**config.mk**
```make
export PLATFORM = sky130hd
export DESIGN_NAME = pmips_dmem_responder
export DESIGN_NICKNAME = d
export VERILOG_FILES = /design/src/rtl/pmips_dmem_responder.sv
export SDC_FILE = /design/constraint.sdc
export NUM_CORES = 2
export LEC_CHECK = 0
export CAP_MARGIN = 10
export CELL_PAD_IN_SITES_DETAIL_PLACEMENT = 1
export CELL_PAD_IN_SITES_GLOBAL_PLACEMENT = 1
export CORE_AREA = 2 2 518 365
export CTS_CLUSTER_DIAMETER = 60
export DETAILED_ROUTE_END_ITERATION = 7
export DIE_AREA = 0 0 520 367
export PLACE_DENSITY_LB_ADDON = 0.1
export REMOVE_ABC_BUFFERS = 1
export SYNTH_ARGS = -nofsm -noshare
export SYNTH_HDL_FRONTEND = slang
export SYNTH_SLANG_ARGS = --single-unit
```
**constraint.sdc**
```tcl
create_clock -name clock -period 3.3 [get_ports clock]
set_input_delay 0.33 -clock clock [delete_from_list [all_inputs] [get_ports clock]]
set_output_delay 0.33 -clock clock [all_outputs]
set_load 0.01 [all_outputs]
```
**src/rtl/pmips_dmem_responder.sv**
```systemverilog
// PMIPS data-memory responder: word RAM plus an IO page holding a
// console TX FIFO, a cycle timer, status and drop counters.
//
// Ports:
//   clock, reset      system clock; synchronous active-high reset
//   dmemaddr          byte address from the core MEM stage
//   dmemwdata         write data
//   dmemwrite         write enable, sampled at posedge
//   dmemread          read enable
//   dmemrdata         combinational read data (0 when dmemread=0)
//   tx_data/tx_valid  console FIFO head and non-empty flag
//   tx_ready          sink accepts the head at posedge
//   err_misaligned    sticky odd-address access flag
//
// Optional feature: define PMIPS_DMEM_TIMER_EN to build the TIMER
// register at FF04; otherwise FF04 reads 0 and ignores writes.

module pmips_dmem_responder #(
  parameter int ADDR_BITS  = 7,
  parameter int FIFO_DEPTH = 4
) (
  input  logic        clock,
  input  logic        reset,
  input  logic [15:0] dmemaddr,
  input  logic [15:0] dmemwdata,
  input  logic        dmemwrite,
  input  logic        dmemread,
  output logic [15:0] dmemrdata,
  output logic [15:0] tx_data,
  output logic        tx_valid,
  input  logic        tx_ready,
  output logic        err_misaligned
);

  localparam int PW = $clog2(FIFO_DEPTH);
  localparam int CW = PW + 1;
  localparam int RAM_WORDS = 2 ** ADDR_BITS;
  localparam logic [CW-1:0] FULL_CNT = CW'(FIFO_DEPTH);

  // ------------------------------------------------------------
  // Address decode
  // ------------------------------------------------------------
  logic                 io_sel;
  logic                 mis;
  logic [ADDR_BITS-1:0] widx;
  logic                 sel_con;
  logic                 sel_sta;
  logic                 sel_tmr;
  logic                 sel_drp;

  assign io_sel  = (dmemaddr[15:8] == 8'hFF);
  assign mis     = dmemaddr[0];
  assign widx    = dmemaddr[ADDR_BITS:1];
  assign sel_con = io_sel && (dmemaddr[7:0] == 8'h00);
  assign sel_sta = io_sel && (dmemaddr[7:0] == 8'h02);
  assign sel_tmr = io_sel && (dmemaddr[7:0] == 8'h04);
  assign sel_drp = io_sel && (dmemaddr[7:0] == 8'h06);

  // Aligned write strobes; an odd address never matches an IO
  // register, but the RAM strobe needs the explicit qualifier.
  logic wr_ok;
  logic wr_ram;
  logic wr_con;
  logic wr_sta;
  logic wr_drp;

  assign wr_ok  = dmemwrite && !mis;
  assign wr_ram = wr_ok && !io_sel;
  assign wr_con = wr_ok && sel_con;
  assign wr_sta = wr_ok && sel_sta;
  assign wr_drp = wr_ok && sel_drp;

  // ------------------------------------------------------------
  // Word RAM (not reset; zero at time 0 in simulation)
  // ------------------------------------------------------------
  logic [15:0] ram [RAM_WORDS] = '{default: '0};

  // A RAM write completes even while reset is asserted.
  always_ff @(posedge clock) begin
    if (wr_ram) begin
      ram[widx] <= dmemwdata;
    end
  end

  // ------------------------------------------------------------
  // Console TX FIFO
  // ------------------------------------------------------------
  logic [15:0]   fifo [FIFO_DEPTH];
  logic [PW-1:0] wp;
  logic [PW-1:0] rp;
  logic [CW-1:0] cnt;
  logic          full;
  logic          empty;
  logic          pop;
  logic          push_ok;
  logic          drop;

  assign empty = (cnt == '0);
  assign full  = (cnt == FULL_CNT);
  assign pop   = tx_valid && tx_ready;

  // A full FIFO still accepts a push when the head leaves on
  // the same edge.
  assign push_ok = wr_con && (!full || pop);
  assign drop    = wr_con && !push_ok;

  assign tx_valid = !empty;
  assign tx_data  = empty ? 16'h0000 : fifo[rp];

  always_ff @(posedge clock) begin
    if (!reset && push_ok) begin
      fifo[wp] <= dmemwdata;
    end
  end

  always_ff @(posedge clock) begin
    if (reset) begin
      wp  <= '0;
      rp  <= '0;
      cnt <= '0;
    end else begin
      if (push_ok) begin
        wp <= wp + 1'b1;
      end
      if (pop) begin
        rp <= rp + 1'b1;
      end
      unique case ({push_ok, pop})
        2'b10:   cnt <= cnt + 1'b1;
        2'b01:   cnt <= cnt - 1'b1;
        default: cnt <= cnt;
      endcase
    end
  end

  // ------------------------------------------------------------
  // DROPS counter, saturating
  // ------------------------------------------------------------
  logic [15:0] drops;

  always_ff @(posedge clock) begin
    if (reset) begin
      drops <= '0;
    end else if (wr_drp) begin
      drops <= '0;
    end else if (drop && (drops != 16'hFFFF)) begin
      drops <= drops + 16'd1;
    end
  end

  // ------------------------------------------------------------
  // Sticky misaligned flag; a new misaligned access beats a
  // STATUS clear.
  // ------------------------------------------------------------
  always_ff @(posedge clock) begin
    if (reset) begin
      err_misaligned <= 1'b0;
    end else if ((dmemread || dmemwrite) && mis) begin
      err_misaligned <= 1'b1;
    end else if (wr_sta) begin
      err_misaligned <= 1'b0;
    end
  end

  // ------------------------------------------------------------
  // Cycle timer
  // ------------------------------------------------------------
  logic [15:0] timer_q;

`ifdef PMIPS_DMEM_TIMER_EN
  logic wr_tmr;

  assign wr_tmr = wr_ok && sel_tmr;

  always_ff @(posedge clock) begin
    if (reset) begin
      timer_q <= '0;
    end else if (wr_tmr) begin
      timer_q <= dmemwdata;
    end else begin
      timer_q <= timer_q + 16'd1;
    end
  end
`else
  assign timer_q = 16'h0000;
`endif

  // ------------------------------------------------------------
  // Read mux; a simultaneous write shows the pre-edge value
  // because every source is a register read before the edge.
  // ------------------------------------------------------------
  logic [15:0] status;

  assign status = {13'b0, err_misaligned, full, empty};

  always_comb begin
    dmemrdata = 16'h0000;
    if (dmemread && !mis) begin
      unique case (1'b1)
        !io_sel: dmemrdata = ram[widx];
        sel_con: dmemrdata = 16'(cnt);
        sel_sta: dmemrdata = status;
        sel_tmr: dmemrdata = timer_q;
        sel_drp: dmemrdata = drops;
        default: dmemrdata = 16'h0000;
      endcase
    end
  end

endmodule
```
==> metrics.md <==
| Metric | Value |
|---|---|
| Crit Path Max Fanout | `1` |
| Initial core utilization | `0.446` |
| Max_cap viols | `0` |
| I/O pin cnt | `71` |
| Layout cells sized above 1 | `0.283` |
| Gr ovfl total | `0` |
| Root Driver | `clkbuf_16` |
| Max VDD drop | `0.000478 V` |
| Number of global-route vias before repair | `54800` |
| Startpoint types | `flop` |
| Sequential share of power | `0.509` |
| GP Congestion | `0.947` |
| Failing checks | `DRC, setup timing` |
| Max Clock Skew | `27.1 ps` |
| Min-Delay Path Class | `in -> reg` |
| Flops & latches, synth | `2138` |
| Nets | `5949` |
| WP data arrival | `3610 ps` |
| Sw Ratio | `0.233` |
| Max incr delay on CP | `430 ps` |
| Most frequent cells in the layout | `edfxtp_1, buf_4, nand2_1` |
| Leak pwr | `34.4 nW` |
| Pwr per Cell Area | `567 nW/um2` |
| Remaining DRCs | `4` |
| Routed Antenna Nets | `0` |
| P&R area growth vs syn | `24.5%` |
| Max-slew violation count | `0` |
| First-pass GRT wire length | `449 mm` |
| Largest net degree at the start of global routing | `133` |
| F_max | `254 MHz` |
| Htree depth | `4` |
| CP endpoint kind | `primary output` |
| CTS Buffer Depth | `4` |
| Ys Warns | `0` |
| Synth Cell Area | `83200 um2` |
| Crit-path slowest cell | `a221o_1` |
| Min cycle time layout | `3940 ps` |
| CTS clk-pin slew, worst paths | `60 ps` |
| Die area | `191000 um2` |
| Crit Path Category | `reg -> out` |
| First DRT Iteration DRCs | `9054` |
| Worst Hold Slack | `2.73 ps` |
| Drt pass-1 iters | `8` |
| Slew HR | `0.131` |
| Critical Path RT | `2970 ps` |
| Pre-CTS setup slack | `-1290 ps` |
| Filler instances | `16900` |
| Site row count | `133` |
| Cell Chain, Critical Path | `mux2_4 > a221o_1 > a222oi_1 > nor2_1 > nor4_1 > buf_4 > o2111ai_4 > a221o_1 > buf_2` |
| CTS Sinks | `2138` |
| Die height | `367 um` |
| Synth Instances | `4981` |
| Synth Area in XOR/XNOR | `0.00147` |
| Largest family of logic cells by synthesized area | `compound AO/OA/AOI/OAI gates` |
| Sequential share of the synthesized area | `0.768` |
| Port bufs | `70` |
| Drt wl/cell | `38.0 um` |
| Post-synthesis async set-or-reset flop share | `0` |
| Unrepaired setup endpoints after global routing | `yes` |
| Reg area | `63900 um2` |
| TNS Setup | `-5230 ps` |
| Clk Latency, worst-skew pair | `870 ps` |
| Clock power frac | `0.410` |
| Pint | `45.1 mW` |
| EDFF count, synth | `2112` |
| Tot Pwr | `58.7 mW` |
| Estimated wirelength of the detail-placed design | `219 mm` |
| Actual slew at the worst max-slew pin | `1300 ps` |
| Mux cell area share after synthesis | `0.0498` |
| DRT Wirelength | `326 mm` |
| Most common cell after layout, fill and taps aside | `edfxtp_1` |
| GRT Overall Usage | `0.336` |
| # setup viols final | `16` |
| PnR worst setup slack | `-639 ps` |
| TritonCTS clock tree | `yes` |
| Combinational power share | `0.081` |
| Post-synth top flop | `edfxtp_1` |
| Synth Area in Simple Gates | `0.0403` |
| Antenna violations before repair | `19` |
| Core outline area | `187000 um2` |
| Sw power | `13.7 mW` |
| Synth unique cells | `82` |
| Post-synthesis compound-gate area fraction | `0.119` |
| Via/cell ratio | `6.57` |
| Final hold viol count | `0` |
| CP most frequent cell | `a221o_1` |
| Outcome | `finished, violations left` |
| Die width | `520 um` |
| Vias | `56300` |
| Syn Area/Cell | `16.7 um2` |
| Post-route clock period utilization | `1.19` |
| Area share of fa/ha/maj cells after synthesis | `0.000992` |
| CTS Buf Count | `213` |
| Area of the multi-input gates | `19000 um2` |
-- registers in the layout, indices dropped and copies added, names as in the netlist, named ones only --
register / count
drops: 16
err_misaligned: 1
fifo: 64
wp: 2
ram: 2048
cnt: 3
rp: 2
-- power by group through the flow --
stage	Combinational, mW	Clock [mW]	Sequential, mW
CTS	4.61	24.3	29.9
global placement	4.40	0	30.5
global route	4.89	25.2	29.9
floorplan	1.22	0	30.5
finish	4.79	24.1	29.9
detailed placement	4.46	0	30.5
-- cell families (layout without fill, tap and decap cells) --
family | after synthesis | in the layout
XOR/XNOR | 14 | 14
AND/OR/NAND/NOR | 750 | 750
multiplexers | 322 | 322
other | 0 | 8
adder cells (fa/ha/maj) | 6 | 6
buffers and inverters | 397 | 1484
flip-flops | 2138 | 2138
AO/OA/AOI/OAI | 1354 | 1354
-- worst max-delay path: cells and delay by family (launching register included) --
| family | cells | cell delay, ps |
|---|---|---|
| flip-flops | 1 | 400 |
| AO/OA/AOI/OAI | 4 | 1200 |
| AND/OR/NAND/NOR | 2 | 480 |
| buffers and inverters | 2 | 380 |
| multiplexers | 1 | 270 |
-- what timing repair did --
item | in CTS | in global routing
pin swaps | 76 | 61
setup endpoints to repair | 16 | 16
setup buffers | 6 | 3
hold buffers | 3 | 0
hold endpoints to repair | 63 | 0
gates cloned | 0 | 0
resized for setup | 256 | 62
-- synth_stat cells (all sizes together) (7+ instances only) --
cell type  count  area share
and3          10     0.00075
a221oi       258       0.027
nand2b         7     0.00053
a222oi        40      0.0048
o32ai         10      0.0011
a22o          56      0.0059
a32oi          9     0.00095
mux2         108       0.015
a211o         11      0.0012
a221o         63      0.0076
a22oi        200       0.018
o21ai        164      0.0099
and2          32      0.0024
nor2         280       0.013
a21oi        260       0.016
dfxtp         26      0.0063
or3            9     0.00068
nand4         17      0.0013
o221ai        26      0.0027
o311ai        16      0.0017
a21o           7     0.00063
nor4          10     0.00093
o211ai        18      0.0016
o22a          11      0.0012
o31ai          7     0.00063
nor3          30      0.0019
buf          169      0.0097
inv           19     0.00086
a311oi         9     0.00095
nand3         36      0.0022
xor2           8     0.00084
edfxtp      2112        0.76
a211oi        14      0.0013
o2111ai       10      0.0011
o22ai         56      0.0042
nor2b         23      0.0017
a31oi         30      0.0023
nand2        265       0.012
clkbuf       209      0.0094
mux4          63       0.017
o2bb2ai       19      0.0020
mux2i        151       0.018
-- area by class of cell --
cell class                 count  area share
antenna                        8    0.000193
multi-input combinational   2446       0.184
sequential                  2138       0.617
clock inverter               123      0.0111
timing repair buffer        1088       0.103
tap                         2497      0.0302
inverter                      19    0.000846
clock buffer                 254      0.0534
-- worst paths after layout --
check | startpoint | end | slack, ps | cells past startpoint
max | ram[30][13] | dmemrdata[13] | -640 | 9
min | dmemwdata[4] | ram[41][4] | 3 | 2
max reg2reg | drops[6] | drops[13] | 780 | 7
min reg2reg | wp[1] | wp[1] | 520 | 2
-- stage by stage --
step                 util  cells  area, um2
floorplan               -   4603      81600
global placement    0.512   8192      95600
global route        0.555   8565     104000
finish              0.555   8573     104000
detailed placement  0.512   8193      95600
CTS                 0.553   8565     103000
-- per-layer routing --
| metal | vias up | share of wire | track usage |
|---|---|---|---|
| li1 | 22300 | - | - |
| met1 | 29900 | 0.43 | 0.521 |
| met3 | 514 | 0.11 | 0.0673 |
| met4 | 4 | 0.034 | 0.0989 |
| met2 | 3576 | 0.42 | 0.478 |
| met5 | - | 0.000074 | 0 |
No activity file was read; power rests on OpenSTA's default activity.
